<file path="config.mk">
export PLATFORM = sky130hd
export DESIGN_NAME = uart_frame_decoder
export DESIGN_NICKNAME = d
export VERILOG_FILES = /design/src/rtl/uart_link_pkg.sv /design/src/rtl/ascii_hex_nibble.sv /design/src/rtl/uart_frame_decoder.sv
export SDC_FILE = /design/constraint.sdc
export NUM_CORES = 1
export LEC_CHECK = 0
export CAP_MARGIN = 40
export CORE_MARGIN = 2
export CORE_UTILIZATION = 59
export DETAILED_ROUTE_END_ITERATION = 12
export GPL_TIMING_DRIVEN = 0
export PLACE_DENSITY = 0.85
export SYNTH_ARGS = -nofsm -noshare
export SYNTH_HDL_FRONTEND = slang
export SYNTH_SLANG_ARGS = --single-unit
</file>
<file path="constraint.sdc">
create_clock -name clk -period 3.3 [get_ports clk]
set_clock_uncertainty 0.1 [all_clocks]
set_input_delay 0.495 -clock clk [delete_from_list [all_inputs] [get_ports clk]]
set_output_delay 0.495 -clock clk [all_outputs]
set_load 0.02 [all_outputs]
</file>
<file path="src/rtl/uart_link_pkg.sv">
// rtl/uart_link_pkg.sv - shared frame state type, character constants and helpers for the UART command link
package uart_link_pkg;

  typedef enum logic [2:0] {
    ST_IDLE,
    ST_DIGITS,
    ST_TERM,
    ST_COMMIT,
    ST_DISCARD
  } frame_state_t;

  localparam logic [7:0] CHAR_CR   = 8'h0D;
  localparam logic [7:0] CHAR_LF   = 8'h0A;
  localparam logic [7:0] CHAR_L_UC = 8'h4C;
  localparam logic [7:0] CHAR_L_LC = 8'h6C;
  localparam logic [7:0] CHAR_E_UC = 8'h45;
  localparam logic [7:0] CHAR_E_LC = 8'h65;

  function automatic int hex_digits(input int width);
    return width / 4;
  endfunction

  localparam int LED_DIGITS     = hex_digits(16);
  localparam int ELEMENT_DIGITS = hex_digits(12);

  function automatic logic [7:0] sat_inc8(input logic [7:0] value);
    return (value == 8'hFF) ? value : value + 8'd1;
  endfunction

endpackage

</file>
<file path="src/rtl/ascii_hex_nibble.sv">
// rtl/ascii_hex_nibble.sv - combinational ASCII hex character to nibble converter
module ascii_hex_nibble (
  input  logic [7:0] i_char,
  output logic [3:0] o_nibble,
  output logic       o_is_hex
);

  always_comb begin
    o_nibble = 4'h0;
    o_is_hex = 1'b0;
    if (i_char >= 8'h30 && i_char <= 8'h39) begin
      o_nibble = 4'(i_char - 8'h30);
      o_is_hex = 1'b1;
    end else if (i_char >= 8'h41 && i_char <= 8'h46) begin
      o_nibble = 4'(i_char - 8'h37);
      o_is_hex = 1'b1;
    end else if (i_char >= 8'h61 && i_char <= 8'h66) begin
      o_nibble = 4'(i_char - 8'h57);
      o_is_hex = 1'b1;
    end
  end

endmodule

</file>
<file path="src/rtl/uart_frame_decoder.sv">
// rtl/uart_frame_decoder.sv - parses 'L'/'E' ASCII hex frames from the UART RX stream into LED and element words
module uart_frame_decoder
  import uart_link_pkg::*;
#(
  parameter int DATA_WIDTH     = 8,
  parameter int LED_COUNT      = 16,
  parameter int ELEMENT_COUNT  = 12,
  parameter int TIMEOUT_CYCLES = 65535
) (
  input  logic                     clk,
  input  logic                     reset_n,
  input  logic                     ena,
  input  logic [DATA_WIDTH-1:0]    rx_data,
  input  logic                     rx_valid,
  output logic                     rx_ready,
  output logic [LED_COUNT-1:0]     led_data,
  output logic [ELEMENT_COUNT-1:0] element_data,
  output logic                     led_update,
  output logic                     element_update,
  output logic                     frame_error,
  output logic [7:0]               error_count
);

  localparam int LED_DIG  = hex_digits(LED_COUNT);
  localparam int ELEM_DIG = hex_digits(ELEMENT_COUNT);
  localparam int MAX_DIG  = (LED_DIG > ELEM_DIG) ? LED_DIG : ELEM_DIG;
  localparam int SHIFT_W  = MAX_DIG * 4;
  localparam int DCNT_W   = $clog2(MAX_DIG + 1);
  localparam int TMO_W    = $clog2(TIMEOUT_CYCLES + 1);
  localparam logic [TMO_W-1:0] TMO_LAST = TMO_W'(TIMEOUT_CYCLES - 1);

  frame_state_t               r_state;
  logic                       r_is_led;
  logic [SHIFT_W-1:0]         r_shift;
  logic [DCNT_W-1:0]          r_digits;
  logic [TMO_W-1:0]           r_tmo;
  logic [LED_COUNT-1:0]       r_led_data;
  logic [ELEMENT_COUNT-1:0]   r_element_data;
  logic                       r_led_update;
  logic                       r_element_update;
  logic                       r_frame_error;
  logic [7:0]                 r_error_count;

  logic [7:0]                 w_char;
  logic [3:0]                 w_nibble;
  logic                       w_is_hex;
  logic                       w_is_term;
  logic                       w_is_l;
  logic                       w_is_e;
  logic                       w_ready;
  logic                       w_accept;
  logic                       w_in_frame;
  logic [DCNT_W-1:0]          w_last_digit;

  assign w_char       = rx_data[7:0];
  assign w_is_term    = (w_char == CHAR_CR) || (w_char == CHAR_LF);
  assign w_is_l       = (w_char == CHAR_L_UC) || (w_char == CHAR_L_LC);
  assign w_is_e       = (w_char == CHAR_E_UC) || (w_char == CHAR_E_LC);
  assign w_ready      = ena && (r_state != ST_COMMIT);
  assign w_accept     = rx_valid && w_ready;
  assign w_in_frame   = (r_state == ST_DIGITS) || (r_state == ST_TERM);
  assign w_last_digit = r_is_led ? DCNT_W'(LED_DIG - 1) : DCNT_W'(ELEM_DIG - 1);

  ascii_hex_nibble u_hex (
    .i_char   (w_char),
    .o_nibble (w_nibble),
    .o_is_hex (w_is_hex)
  );

  always_ff @(posedge clk or negedge reset_n) begin
    if (!reset_n) begin
      r_state          <= ST_IDLE;
      r_is_led         <= 1'b0;
      r_shift          <= '0;
      r_digits         <= '0;
      r_tmo            <= '0;
      r_led_data       <= '0;
      r_element_data   <= '0;
      r_led_update     <= 1'b0;
      r_element_update <= 1'b0;
      r_frame_error    <= 1'b0;
      r_error_count    <= 8'd0;
    end else if (!ena) begin
      r_led_update     <= 1'b0;
      r_element_update <= 1'b0;
      r_frame_error    <= 1'b0;
    end else begin
      r_led_update     <= 1'b0;
      r_element_update <= 1'b0;
      r_frame_error    <= 1'b0;
      r_tmo            <= w_in_frame ? r_tmo + 1'b1 : '0;
      // A stalled frame is aborted even if a character lands on the same edge.
      if (w_in_frame && r_tmo == TMO_LAST) begin
        r_state       <= ST_IDLE;
        r_tmo         <= '0;
        r_frame_error <= 1'b1;
        r_error_count <= sat_inc8(r_error_count);
      end else if (r_state == ST_COMMIT) begin
        if (r_is_led) begin
          r_led_data   <= r_shift[LED_COUNT-1:0];
          r_led_update <= 1'b1;
        end else begin
          r_element_data   <= r_shift[ELEMENT_COUNT-1:0];
          r_element_update <= 1'b1;
        end
        r_state <= ST_IDLE;
      end else if (w_accept) begin
        r_tmo <= '0;
        case (r_state)
          ST_IDLE: begin
            if (w_is_l || w_is_e) begin
              r_is_led <= w_is_l;
              r_shift  <= '0;
              r_digits <= '0;
              r_state  <= ST_DIGITS;
            end else if (!w_is_term) begin
              r_frame_error <= 1'b1;
              r_error_count <= sat_inc8(r_error_count);
              r_state       <= ST_DISCARD;
            end
          end
          ST_DIGITS: begin
            if (w_is_hex) begin
              r_shift  <= {r_shift[SHIFT_W-5:0], w_nibble};
              r_digits <= r_digits + 1'b1;
              if (r_digits == w_last_digit) r_state <= ST_TERM;
            end else begin
              r_frame_error <= 1'b1;
              r_error_count <= sat_inc8(r_error_count);
              r_state       <= w_is_term ? ST_IDLE : ST_DISCARD;
            end
          end
          ST_TERM: begin
            if (w_is_term) begin
              r_state <= ST_COMMIT;
            end else begin
              r_frame_error <= 1'b1;
              r_error_count <= sat_inc8(r_error_count);
              r_state       <= ST_DISCARD;
            end
          end
          ST_DISCARD: begin
            if (w_is_term) r_state <= ST_IDLE;
          end
          default: r_state <= ST_IDLE;
        endcase
      end
    end
  end

  assign rx_ready       = w_ready;
  assign led_data       = r_led_data;
  assign element_data   = r_element_data;
  assign led_update     = r_led_update;
  assign element_update = r_element_update;
  assign frame_error    = r_frame_error;
  assign error_count    = r_error_count;

endmodule

</file>
Yosys cells after proc, flatten, opt, wreduce, memory -nomap -nowiden
Index checks and enable logic that the tools add are counted.
{ "word_totals": {"output_inout_bits": 40, "wordCells": 122, "in_bits": 12, "reg_bits": 78} }
{ "op_classes": {"add_sub_neg": 6, "n_reduce_logical": 22, "bitwise": 3, "order_cmp": 6, "mux": 52, "eq_ne": 22} }
{ "op_table": {"columns": ["operator", "count"], "rows": [
  ["two-way mux 16 bit", 6],
  ["two-way mux 8 bit", 7],
  ["two-way mux 3 bit", 12],
  ["equality test 8 x 7 -> 1 bit (second input constant)", 4],
  ["case mux 16 bit (2 select lines)", 1],
  ["case mux 8 bit (3 select lines)", 1],
  ["two-way mux 1 bit", 19],
  ["adder 16 x 1 -> 16 bit (second input constant)", 1],
  ["equality test 16 bit (second input constant)", 1],
  ["equality test 8 x 4 -> 1 bit (second input constant)", 2],
  ["greater-or-equal comparator 8 x 7 -> 1 bit (second input constant)", 2],
  ["less-or-equal comparator 8 x 7 -> 1 bit (second input constant)", 2],
  ["two-way mux 4 bit", 3],
  ["case mux 3 bit (4 select lines)", 1],
  ["AND reduction 6 bit", 2],
  ["inequality test 5 bit (second input constant)", 2],
  ["adder 8 x 1 -> 8 bit (second input constant)", 1],
  ["equality test 8 bit (second input constant)", 1],
  ["greater-or-equal comparator 8 x 6 -> 1 bit (second input constant)", 1],
  ["less-or-equal comparator 8 x 6 -> 1 bit (second input constant)", 1],
  ["AND reduction 4 bit", 2],
  ["subtractor 4 x 3 -> 4 bit (second input constant)", 2],
  ["AND reduction 7 bit", 1],
  ["equality test 3 x 2 -> 1 bit (second input constant)", 2],
  ["other kinds (20)", 34]
]} }

Longest topological paths before layout
{ "logic_depth": {"depth_word": 11, "depth_mapped": 10, "depth_no_buf": 8} }

Modules after synthesis
A second synthesis with hierarchy kept.
{ "unflattened": {"cells_unflattened": 384, "hier_area_um2": 3784.9} }
{ "modules_own_cells": {"columns": ["mod", "area_each_um2", "seq_area_each_um2", "instances", "cells_each"], "rows": [
  ["uart_frame_decoder", 3580.9, 1951.9, 1, 359],
  ["ascii_hex_nibble", 203.9, 0.0, 1, 25]
]} }

Worst setup path after synthesis
No wires, ideal clock.
{ "synth_timing": {"path_kind": "input-to-reg", "from": "input port rx_data[1]", "to": "register r_error_count[1], in the netlist error_count[1]", "cell_stages": 9, "setup_slack_ps": 733, "required_time_ps": 3075, "n_path_buf": 1, "setup_ps": 125, "t_arrival_ps": 2342, "cell_sequence": "inv_1 ha_1 mux2_1 and3_1 buf_2 a211o_1 a2bb2oi_2 or2_1 mux2_4"} }
{ "synth_between": {"elab_chain_cells": 8, "elab_cells_between_ends": 31, "classes_between": "order compare: 6; eq/ne: 8; mux: 9; reduce/logical: 8"} }
{ "synth_lines": {"columns": ["element", "line", "text"], "rows": [
  ["start: declaration", "uart_frame_decoder.sv:13", "input logic [DATA_WIDTH-1:0] rx_data,"],
  ["branches (longest 8 deep; another with greater-or-equal comparator 8 x 7 -> 1 bit)", null, null],
  ["end signal: assignment", "uart_frame_decoder.sv:97", "r_error_count <= sat_inc8(r_error_count);"],
  ["end signal: assignment", "uart_frame_decoder.sv:118", "r_error_count <= sat_inc8(r_error_count);"],
  ["end signal: assignment", "uart_frame_decoder.sv:129", "r_error_count <= sat_inc8(r_error_count);"],
  ["end: declaration", "uart_frame_decoder.sv:42", "logic [7:0] r_error_count;"]
]} }
Several ways; the timed one is not identified. The select of a mux whose other input is x is not followed.
A chain may end at the register's enable or synchronous reset.

Worst setup path after layout
Same ends and word-level chain as after synthesis.

==> impl_metrics.env <==
export IMPL_outcome="complete, no violations"
export IMPL_drt_drc_violations_left=0
export IMPL_route_final_wire_length_um=7940
export IMPL_post_place_ws_ps=-106
export IMPL_worst_setup_path_end_kind="register"
export IMPL_r2r_setup_slack_ps=690
export IMPL_hold_path_class="reg2reg"
export IMPL_fp_coreArea_um2=5990
export IMPL_clock_tree_htree_level_count=3
export IMPL_ys_dominant_reg_cell="sky130_fd_sc_hd__dfrtp_1"
export IMPL_rsz_0062_raised_after_global_routing="no"
export IMPL_cts_root_to_sink_buffers=2
export IMPL_post_synth_fa_ha_maj_area_fraction=0.0330
export IMPL_worst_path_stages=9
export IMPL_ant_nets=0
export IMPL_finalMaxSlewViolations=0
export IMPL_synth_simple_gate_area_share=0.196
export IMPL_floorplan_io_pins=52
export IMPL_slowest_stage="sky130_fd_sc_hd__a2111oi_2"
export IMPL_grt_pass1_wl_um=13800
export IMPL_critical_path_startpoint="rx_data[1]"
export IMPL_ys_warn_count=0
export IMPL_yosysSeqAreaShare=0.525
export IMPL_vias_per_cell=5.82
export IMPL_synth_area_um2=3720
export IMPL_antenna_found_initial=0
export IMPL_max_slew_worst_pin_slew_ps=615
export IMPL_synthDominantAreaCellType="sky130_fd_sc_hd__dfrtp_1"
export IMPL_r2r_start="r_state[2]"
export IMPL_rows=28
export IMPL_clock_insertion_delay_worst_skew_ps=350
export IMPL_cts_sinks=78
export IMPL_area_contributors_post_synth="sky130_fd_sc_hd__dfrtp_1 (52%), sky130_fd_sc_hd__nand2_1 (7.0%), sky130_fd_sc_hd__mux2_2 (4.2%), sky130_fd_sc_hd__a22o_1 (4.0%), sky130_fd_sc_hd__xor2_1 (3.5%)"
export IMPL_numCtsBuffers=9
export IMPL_placedInstanceArea_um2=4340
export IMPL_die_h_um=83.4
export IMPL_synth_xor_area_frac=0.0542
export IMPL_critical_path_startpoint_type="input pin"
export IMPL_final_period_utilization=0.930
export IMPL_synth_edff_count=0
export IMPL_final_nets=433
export IMPL_share_of_the_synthesized_area_in_the_top_cell_type=0.525
export IMPL_synth_lib_cells_used_distinct=63
export IMPL_clock_fmax_ghz=0.326
export IMPL_vdd_ir_drop_worst_mv=0.301
export IMPL_overall_die_width_um=83.4
export IMPL_synth_top_family_by_area="simple AND/OR/NAND/NOR gates"
export IMPL_grt_max_degree=59
export IMPL_buffer_ports_inserted=50
export IMPL_max_cap_viol_count=0
export IMPL_place_congestion=0.899
export IMPL_synth_area_per_cell_um2=10.7
export IMPL_routedWlPerCell_um=16.1
export IMPL_final_layout_size_suffix_gt1_frac=0.120
export IMPL_fin_crit_ps=3070
export IMPL_power_density_cell_area_nw_per_um2=472
export IMPL_drt_first_iter_violations=279
export IMPL_grt_total_ovfl=0
export IMPL_worst_setup_hold_path_clk_slew_ps=80
export IMPL_r2r_worst_path_cells=5
export IMPL_yosys_register_bits=78
export IMPL_largest_delay_contributor_family_on_the_critical_path="compound AO/OA/AOI/OAI gates"
export IMPL_critPathCapture="error_count[1]"
export IMPL_endpoint_of_the_worst_register_to_register_path="element_data[3]"
export IMPL_post_layout_worst_setup_margin_ps=229
export IMPL_layout_cell_area_non_filler_um2=4600
export IMPL_growth_of_design_area_from_synthesis_to_finish_pct=23.7
export IMPL_synthesis_instances=349
export IMPL_hold_viol_final=0
export IMPL_cts_root_buf="sky130_fd_sc_hd__clkbuf_8"
export IMPL_min_delay_path_depth=2
export IMPL_critical_path_class="in2reg"
export IMPL_via_count_of_the_first_global_routing_pass=2867
export IMPL_crit_chain="clkdlybuf4s50_1 > inv_1 > ha_1 > o21bai_1 > a2111oi_2 > o21ba_2 > a2bb2oi_2 > or2_1 > mux2_4"
export IMPL_worst_path_buf_inv=2
export IMPL_cts_setup_buffers=0
export IMPL_synth_nets=370
export IMPL_cellLeakagePower_nw=2.14
export IMPL_synth_compound_area_share=0.114
export IMPL_dr_vias=2862
export IMPL_longest_individual_stage_delay_on_the_worst_path_ps=590
export IMPL_antennaDiodeCount=0
export IMPL_initial_utilization=0.621
export IMPL_synthMuxAreaShare=0.0521
export IMPL_fillerInstances=390
export IMPL_clock_tree_from_tritoncts="done"
export IMPL_maximum_fanout_along_the_worst_path=7
export IMPL_dp_cells=475
export IMPL_worst_endpoint_arrival_ps=3200
export IMPL_max_slew_margin=0.589
export IMPL_dp_hpwl_um=5510
export IMPL_detail_route_first_pass_iterations=4
export IMPL_overall_global_routing_usage=0.246
export IMPL_floorplan_die_area_um2=6960
export IMPL_final_instance_count_excl_fill=492
export IMPL_async_reset_ff_frac=1.00
export IMPL_setup_violations=0
export IMPL_worstPathRequired_ps=3430
[metal layers]
layer / routed length (um) / track usage / vias up
met1: 3740 / 0.351 / 1440
met3: 298 / 0.0378 / 6
met5: 0 / 0 / -
li1: - / - / 1354
met2: 3830 / 0.386 / 62
met4: 71 / 0.0849 / 0
[worst min-delay path, delay by kind of cell (launching register included)]
kind	cells	cell delay (ps)
flip-flops	1	340
AND/OR/NAND/NOR	2	100
[logic make-up after synthesis]
kind of cell / count (synthesis)
simple gates: 148
mux: 17
flops: 78
fa+ha+maj: 10
xor+xnor: 23
buf+inv: 20
compound gates: 53
[synthesized netlist by cell type (5+ instances only)]
master and instances:
sky130_fd_sc_hd__mux2_2 14, sky130_fd_sc_hd__a22o_1 17, sky130_fd_sc_hd__nand3_1 10, sky130_fd_sc_hd__nand2_1 69, sky130_fd_sc_hd__nor2_1 24, sky130_fd_sc_hd__clkbuf_1 7
sky130_fd_sc_hd__nand4_1 7, sky130_fd_sc_hd__xnor2_1 8, sky130_fd_sc_hd__inv_1 5, sky130_fd_sc_hd__and3_1 5, sky130_fd_sc_hd__nor3_1 6, sky130_fd_sc_hd__o21ai_0 10
sky130_fd_sc_hd__dfrtp_1 78, sky130_fd_sc_hd__ha_1 9, sky130_fd_sc_hd__xor2_1 15
[report_power, final]
group / internal [mW] / switching (mW) / total, mW
logic: 0.115 / 0.148 / 0.263
clock network: 0.530 / 0.359 / 0.889
registers: 0.984 / 0.0377 / 1.02
[layout by cell type (no fill, tap or decap), types with 10 or more instances in the layout]
cell type                         synthesis  layout
sky130_fd_sc_hd__clkdlybuf4s50_1          0      49
sky130_fd_sc_hd__mux2_2                  14      14
sky130_fd_sc_hd__nor2_1                  24      24
sky130_fd_sc_hd__nand2_1                 69      69
sky130_fd_sc_hd__a22o_1                  17      17
sky130_fd_sc_hd__o21ai_0                 10      10
sky130_fd_sc_hd__clkbuf_8                 0      10
sky130_fd_sc_hd__xor2_1                  15      15
sky130_fd_sc_hd__nand3_1                 10      10
sky130_fd_sc_hd__dfrtp_1                 78      78
[timing repair]
action,CTS,global route
endpoints found under the hold margin,20,0
hold buffers,1,0
resized for setup,0,0
[metrics by stage]
stage / util / TNS (ps) / power, mW / hold slack [ps]
after floorplan: - / 0 / 1.18 / 99.4
after global placement: 0.720 / -78230 / 1.29 / 351
after detailed placement: 0.724 / -106 / 1.30 / 309
after CTS: 0.768 / 0 / 2.19 / 381
after global routing: 0.768 / 0 / 2.26 / 407
final: 0.768 / 0 / 2.17 / 376
[state kept, by name, indices dropped and copies added (netlist names), 3 cells and up]
name,cells
error_count,8
r_digits,3
element_data,12
r_state,3
led_data,16
r_tmo,16
r_shift,16
[area by class of cell]
class                           count  area, um^2  area share
Inverter                            6        22.5     0.00489
Tap cell                           75        93.8      0.0204
Clock buffer                       10         138      0.0299
Timing Repair Buffer               52         536       0.116
Multi-Input combinational cell    251        1670       0.363
Clock inverter                      6         116      0.0253
Sequential cell                    78        1950       0.424
Buffer                             14        75.1      0.0163
[worst min-delay path by stage]
| stage | start | slack (ps) | endpoint |
|---|---|---|---|
| final | led_data[15] | 380 | led_data[15] |
| after global routing | led_data[4] | 410 | led_data[4] |
| after CTS | led_data[15] | 380 | led_data[15] |
| after detailed placement | reset_n | 310 | error_count[3] |
| after global placement | r_shift[14] | 350 | led_data[14] |
| after floorplan | reset_n | 100 | element_data[0] |
No activity file was read; power rests on OpenSTA's default activity.
